<file path="src/rtl/mul_div_unit.sv">
// mul_div_unit: iterative RV32M multiply/divide unit.
// Multiply is radix-2 shift-add and divide is restoring division. Both work on
// operand magnitudes, and the sign is fixed up in FIN. funct3, the operands and
// rd are latched when start is accepted. result/rd_out only change on a
// completed op.
// Build option MDU_DIV_EN: when defined, the divider is present. When it is
// not defined, funct3 4..7 gives a one-cycle illegal pulse instead of an op.
// Handshake: start is accepted only in IDLE (busy=0). done is a one-cycle pulse,
// and result/rd_out carry the new value in that cycle. flush aborts an op in
// CALC or FIN and suppresses its done.
module mul_div_unit #(
  parameter int XLEN = 32
) (
  input  logic            clk,
  input  logic            reset_n,
  input  logic            start,
  input  logic [2:0]      funct3,
  input  logic [XLEN-1:0] rs1_val,
  input  logic [XLEN-1:0] rs2_val,
  input  logic [4:0]      rd_in,
  input  logic            flush,
  output logic            busy,
  output logic            done,
  output logic [XLEN-1:0] result,
  output logic [4:0]      rd_out,
  output logic            illegal,
  output logic [1:0]      dbg_state
);
  localparam int CW = $clog2(XLEN);
  localparam logic [CW-1:0] LAST = CW'(XLEN - 1);

  typedef enum logic [1:0] {S_IDLE = 2'd0, S_CALC = 2'd1, S_FIN = 2'd2} state_t;
  state_t r_state, w_next;

  logic [CW-1:0]     r_cnt;
  logic [2:0]        r_op;
  logic [XLEN-1:0]   r_b;       // multiplicand (mul) or divisor (div) magnitude
  logic [2*XLEN-1:0] r_acc;     // mul: {partial, multiplier}; div: {remainder, dividend/quotient}
  logic              r_neg_q;   // product / quotient needs negation
  logic [XLEN-1:0]   r_result;
  logic [4:0]        r_rd_lat, r_rd_out;
  logic              r_illegal;

  logic              w_accept, w_illegal_req, w_fin_ok;
  logic              w_a_signed, w_b_signed, w_a_neg, w_b_neg;
  logic [XLEN-1:0]   w_mag_a, w_mag_b, w_final;
  logic [XLEN:0]     w_mul_sum;
  logic [2*XLEN-1:0] w_step, w_prod_fix;

`ifdef MDU_DIV_EN
  localparam logic [XLEN-1:0] MIN_NEG = {1'b1, {(XLEN-1){1'b0}}};
  logic              r_neg_r;   // remainder needs negation (sign of A)
  logic              r_special; // result preloaded, iterations bypassed
  logic              w_div0, w_ovf, w_special;
  logic [XLEN-1:0]   w_special_val;
  logic [XLEN:0]     w_div_shift, w_div_diff;
  assign w_accept      = (r_state == S_IDLE) && start;
  assign w_illegal_req = 1'b0;
`else
  assign w_accept      = (r_state == S_IDLE) && start && !funct3[2];
  assign w_illegal_req = (r_state == S_IDLE) && start && funct3[2];
`endif

  // Operand signedness and magnitudes for the op being launched
  always_comb begin
    w_a_signed = (funct3 == 3'd1) || (funct3 == 3'd2) || (funct3 == 3'd4) || (funct3 == 3'd6);
    w_b_signed = (funct3 == 3'd1) || (funct3 == 3'd4) || (funct3 == 3'd6);
    w_a_neg    = w_a_signed && rs1_val[XLEN-1];
    w_b_neg    = w_b_signed && rs2_val[XLEN-1];
    w_mag_a    = w_a_neg ? -rs1_val : rs1_val;
    w_mag_b    = w_b_neg ? -rs2_val : rs2_val;
`ifdef MDU_DIV_EN
    w_div0     = (rs2_val == '0);
    w_ovf      = ((funct3 == 3'd4) || (funct3 == 3'd6)) && (rs1_val == MIN_NEG) && (rs2_val == '1);
    w_special  = funct3[2] && (w_div0 || w_ovf);
    if (w_div0) w_special_val = funct3[1] ? rs1_val : '1;
    else        w_special_val = funct3[1] ? '0 : rs1_val;
`endif
  end

  // One iteration of the shift-add multiplier or the restoring divider
  always_comb begin
    w_mul_sum = {1'b0, r_acc[2*XLEN-1:XLEN]} + {1'b0, (r_acc[0] ? r_b : {XLEN{1'b0}})};
    w_step    = {w_mul_sum, r_acc[XLEN-1:1]};
`ifdef MDU_DIV_EN
    w_div_shift = r_acc[2*XLEN-1:XLEN-1];
    w_div_diff  = w_div_shift - {1'b0, r_b};
    if (r_op[2]) begin
      if (w_div_diff[XLEN]) w_step = {w_div_shift[XLEN-1:0], r_acc[XLEN-2:0], 1'b0};
      else                  w_step = {w_div_diff[XLEN-1:0], r_acc[XLEN-2:0], 1'b1};
    end
    if (r_special) w_step = r_acc;
`endif
  end

  // Sign fix-up and result selection applied in FIN
  always_comb begin
    w_prod_fix = r_neg_q ? -r_acc : r_acc;
    w_final    = (r_op == 3'd0) ? w_prod_fix[XLEN-1:0] : w_prod_fix[2*XLEN-1:XLEN];
`ifdef MDU_DIV_EN
    if (r_special) begin
      w_final = r_acc[XLEN-1:0];
    end else if (r_op[2]) begin
      if (r_op[1]) w_final = r_neg_r ? -r_acc[2*XLEN-1:XLEN] : r_acc[2*XLEN-1:XLEN];
      else         w_final = r_neg_q ? -r_acc[XLEN-1:0] : r_acc[XLEN-1:0];
    end
`endif
  end

  // FSM state register
  always_ff @(posedge clk or negedge reset_n) begin
    if (!reset_n) r_state <= S_IDLE;
    else          r_state <= w_next;
  end

  // FSM next state: flush returns to IDLE from CALC/FIN
  always_comb begin
    w_next = r_state;
    case (r_state)
      S_IDLE:  if (w_accept) w_next = S_CALC;
      S_CALC:  if (flush) w_next = S_IDLE;
               else if (r_cnt == LAST) w_next = S_FIN;
      S_FIN:   w_next = S_IDLE;
      default: w_next = S_IDLE;
    endcase
  end

  // Operand latch on accept, one iteration per CALC cycle.
  // Special divide cases preload the answer and park the counter at its last
  // value, so they pass through a single idle CALC cycle before FIN.
  always_ff @(posedge clk or negedge reset_n) begin
    if (!reset_n) begin
      r_cnt    <= '0;
      r_op     <= '0;
      r_b      <= '0;
      r_acc    <= '0;
      r_neg_q  <= 1'b0;
      r_rd_lat <= '0;
`ifdef MDU_DIV_EN
      r_neg_r   <= 1'b0;
      r_special <= 1'b0;
`endif
    end else if (w_accept) begin
      r_op     <= funct3;
      r_rd_lat <= rd_in;
      r_neg_q  <= w_a_neg ^ w_b_neg;
      r_cnt    <= '0;
      r_b      <= funct3[2] ? w_mag_b : w_mag_a;
      r_acc    <= {{XLEN{1'b0}}, (funct3[2] ? w_mag_a : w_mag_b)};
`ifdef MDU_DIV_EN
      r_neg_r   <= w_a_neg;
      r_special <= w_special;
      if (w_special) begin
        r_cnt <= LAST;
        r_acc <= {{XLEN{1'b0}}, w_special_val};
      end
`endif
    end else if ((r_state == S_CALC) && !flush) begin
      r_cnt <= r_cnt + CW'(1);
      r_acc <= w_step;
    end
  end

  // Result/rd hold registers and the illegal pulse
  always_ff @(posedge clk or negedge reset_n) begin
    if (!reset_n) begin
      r_result  <= '0;
      r_rd_out  <= '0;
      r_illegal <= 1'b0;
    end else begin
      r_illegal <= w_illegal_req;
      if (w_fin_ok) begin
        r_result <= w_final;
        r_rd_out <= r_rd_lat;
      end
    end
  end

  assign w_fin_ok  = (r_state == S_FIN) && !flush;
  assign busy      = (r_state != S_IDLE);
  assign done      = w_fin_ok;
  assign result    = w_fin_ok ? w_final : r_result;
  assign rd_out    = w_fin_ok ? r_rd_lat : r_rd_out;
  assign illegal   = r_illegal;
  assign dbg_state = r_state;
endmodule

</file>
<file path="config.mk">
export PLATFORM = sky130hd
export DESIGN_NAME = mul_div_unit
export DESIGN_NICKNAME = d
export VERILOG_FILES = /design/src/rtl/mul_div_unit.sv
export SDC_FILE = /design/constraint.sdc
export NUM_CORES = 1
export LEC_CHECK = 0
export ABC_AREA = 1
export CORE_UTILIZATION = 40
export CTS_BUF_LIST = sky130_fd_sc_hd__clkbuf_8
export CTS_CLUSTER_DIAMETER = 30
export DETAILED_ROUTE_END_ITERATION = 10
export GPL_TIMING_DRIVEN = 0
export PLACE_DENSITY = 0.57
export SETUP_SLACK_MARGIN = 0.1
export SYNTH_ARGS = -nofsm -noshare
export SYNTH_HDL_FRONTEND = slang
export SYNTH_SLANG_ARGS = --single-unit
export TNS_END_PERCENT = 1
</file>
<file path="constraint.sdc">
create_clock -name clk -period 2.2 [get_ports clk]
set_input_delay 0.44 -clock clk [delete_from_list [all_inputs] [get_ports clk]]
set_output_delay 0.44 -clock clk [all_outputs]
set_load 0.02 [all_outputs]
</file>
==> metrics.md <==
| Metric | Value |
|---|---|
| Avg WL per Cell | 19.3 µm |
| Slew headroom | 0.452 |
| Sequential cell area fraction in the yosys report | 0.302 |
| Final WL | 49,300 µm |
| EDFF count, synth | 0 |
| N_diodes | 0 |
| Remaining antenna violation count after routing | 0 |
| Nets | 2,251 |
| Sequence of cells on the critical path | buf_6 > inv_8 > ha_4 > nand3_4 > nor3_2 > nand2_2 > nand2_4 > nand2_1 > nand2_1 > nand3_1 > a2bb2oi_2 > clkdlybuf4s15_2 |
| Crit path time final | 2.98 ns |
| Post-synthesis mux area share | 0.00965 |
| Worst IR Drop VDD | 0.000580 V |
| Main combinational cell family by area after synthesis | simple AND/OR/NAND/NOR gates |
| Share of post-route cells with drive strength above 1 | 0.199 |
| Compound-gate portion of the synthesized area | 0.148 |
| CTS tree | built |
| Setup-failing EPs final | 65 |
| Flops & latches, synth | 150 |
| Pin count of the biggest net entering global routing | 95 |
| Run status | finished with violations |
| CP max stage cell | dfrtp_1 |
| Final hold slack | 0.457 ns |
| GPL Wtd Cong | 0.990 |
| Mean post-synth cell area | 6.30 µm² |
| Row count | 64 |
| Ys Warns | 0 |
| Initial antenna violation count | 0 |
| Die Y-Extent | 178 µm |
| TritonCTS Buffers | 17 |
| Clk buf depth | 2 |
| CP required | 1.76 ns |
| Final worst clock skew | 0.0239 ns |
| Dominant cell type by area after synthesis | dfrtp_1 |
| H-tree levels | 4 |
| RSZ-0062 raised after global routing | true |
| Die ar. | 31,800 µm² |
| Final Cell Area | 15,900 µm² |
| # DRC | 0 |
| Hold Path Class | in2async |
| Hold Fails Final Rpt | 0 |
| Count of pins over their slew limit | 0 |
| Clk pin slew, worst setup/hold paths | 0.11 ns |
| Async SR Flop Fraction | 1.00 |
| Simple-gate share of the synthesized area | 0.378 |
| Placed Area | 14,200 µm² |
| Dpl hpwl | 38,800 µm |
| TritonRoute pass-1 iters | 6 |
| Leakage Power | 7.65 nW |
| CP dominant cell by count | nand2_1 |
| Vias in the first global route | 12,500 |
| Die Span X | 178 µm |
| Gate Count Post-Synth | 1,974 |
| Synth Net Count | 2,088 |
| Num Clock Sinks | 150 |
| Core area | 30,600 µm² |
| Top Ports | 118 |
| WS Path Type | reg2out |
| Critical path peak fanout | 6 |
| Critical path's largest stage delay | 0.39 ns |
| Max cap viols | 0 |
| Adder-cell share of the synthesized area | 0.0388 |
| GRT Total Usage | 0.312 |
| Tcrit/Tclk final | 1.36 |
| Yosys cell types | 46 |
| Ys flop type | dfrtp_1 |
| Pwr Total | 14.8 mW |
| Top cells by area, synth | dfrtp_1, nand2_1, nor2_1 |
| Crit. End Element | primary output |
| Overflow after GRT | 0 |
| Post-Syn Area | 12,400 µm² |
| Worst path arrival time | 2.54 ns |
| Area growth syn-to-layout | 27.4% |
| Worst skew pair latency | 0.50 ns |
| Iter 0 DRT Violations | 1,312 |
| Via count | 13,700 |
| CTS root buffer | clkbuf_8 |
| Vias per cell | 5.36 |
| First-pass GRT wire length | 73,900 µm |
| Port Buffers | 117 |
| Setup TNS | -31.89 ns |
| Post-Synth XOR/XNOR Area | 0.0296 |
| Slew @ Worst Pin | 0.821 ns |
| Worst setup margin | -0.784 ns |
| Synth top area share | 0.302 |
| Failing checks | negative setup slack |
| Initial Utilization | 0.407 |
| CP Launch Type | flip-flop |
| F_max | 335 MHz |
| Power Dens Cells | 931 nW/µm² |
## registers in the layout (all words and copies together) (netlist names)
signal	flops
dbg_state	2
illegal	1
r_acc	64
r_b	32
r_cnt	5
r_neg_q	1
r_op	3
r_rd_lat	5
r_rd_out	5
r_result	32
## repair_timing
action,4_1_cts,5_1_grt
pin swaps,24,26
gates resized for setup,350,177
cloned,0,0
hold buffers,1,0
setup endpoints to repair,125,91
setup buffers,16,9
hold endpoints to repair,56,0
## synth_stat cells, types with 2 or more instances
cell,count
nand2_1,590
nor2_1,255
inv_1,236
nand3_1,165
dfrtp_1,150
o21ai_0,102
a21oi_1,99
ha_1,37
or2_2,31
xor2_1,29
clkbuf_1,27
nand4_1,25
nor3_1,22
buf_2,21
o21ai_1,16
o21bai_1,15
o22ai_1,15
xnor2_1,13
mux2i_1,12
a21boi_1,11
o221ai_1,11
a21boi_0,9
nand3b_1,9
nor2_2,8
o211ai_1,7
inv_2,6
o21a_1,6
o21ai_2,6
a2bb2oi_1,5
nand2_2,5
a21o_1,4
buf_4,4
a31oi_1,3
buf_6,3
nor3_2,3
a22o_1,2
a22oi_1,2
and2_1,2
## logic make-up after synthesis
kind of cell,after synthesis
buffers and inverters,297
AO/OA/AOI/OAI,315
AND/OR/NAND/NOR,1120
multiplexers,12
adder cells (fa/ha/maj),38
XOR/XNOR,42
flip-flops,150
## cell type report
cell class	instances	area, µm²
buffer	55	398
clock buffer	17	234
clock inverter	15	194
fill	3179	14700
inverter	242	918
multi-input combinational	1527	8450
sequential	150	3800
tap	396	495
timing repair buffer	144	1370
## final timing paths
path                                    startpoint                 endpoint  slack [ns]  cells after the start
setup / recovery              r_acc[0]$_DFFE_PN0P_               result[12]       -0.78                     12
hold / removal                             reset_n   r_result[28]$_DFF_PN0_        0.46                      2
setup reg to reg              r_acc[0]$_DFFE_PN0P_    r_acc[63]$_DFFE_PN0P_       -0.49                     20
hold reg to reg            r_rd_lat[4]$_DFFE_PN0P_  r_rd_lat[4]$_DFFE_PN0P_        0.48                      2
max in group asynchronous                  reset_n    r_acc[48]$_DFFE_PN0P_        0.80                      3
min in group clk                          rd_in[3]  r_rd_lat[3]$_DFFE_PN0P_        0.47                      3
## power breakdown
part | total, mW | switching [mW] | internal [mW]
combinational | 8.01 | 5.19 | 2.82
sequential | 4.42 | 1.03 | 3.39
clock | 2.33 | 1.43 | 0.895
total | 14.8 | 7.65 | 7.11
## per-stage QoR
step / cells / util / worst slack [ns]
finish: 2546 / 0.518 / -0.784
global route: 2546 / 0.518 / -0.856
CTS: 2537 / 0.501 / -0.790
detailed placement: 2488 / 0.463 / -1.52
global placement: 2487 / 0.463 / -5.74
floorplan: 1974 / - / -0.0288
## critical path: cells and delay by family, from the launching register on
kind | cells | cell delay [ns]
adders and majority gates | 1 | 0.15
buffers and inverters | 3 | 0.47
and+or+nand+nor | 7 | 0.83
AOI/OAI and AO/OA | 1 | 0.20
DFF | 1 | 0.39
## cell usage in the layout (no fill, tap or decap), types with 15 or more instances in the layout
cell             synthesis  routed
a21boi_2                 0      16
a21oi_1                 99      81
a21oi_2                  0      16
buf_2                   21      17
buf_4                    4      48
clkbuf_8                 0      18
clkdlybuf4s50_1          0      77
dfrtp_1                150     114
dfrtp_2                  0      36
ha_1                    37      22
inv_1                  236     230
nand2_1                590     548
nand2_2                  5      37
nand3_1                165     147
nand3_2                  0      16
nand4_1                 25      25
nor2_1                 255     203
nor2_2                   8      42
nor2_4                   1      19
nor3_1                  22      19
o21ai_0                102      73
o21ai_1                 16      39
o22ai_1                 15      15
or2_2                   31      31
xor2_1                  29      28
## routing by layer
layer | share of wire | vias up | wire length (µm) | track usage
met4 | 0.026 | 0 | 1280 | 0.100
li1 | - | 6715 | - | -
met3 | 0.053 | 58 | 2590 | 0.0328
met1 | 0.50 | 6417 | 24500 | 0.470
met2 | 0.42 | 465 | 20900 | 0.460
met5 | 0 | - | 0 | 0
No activity file was read; power rests on OpenSTA's default activity.
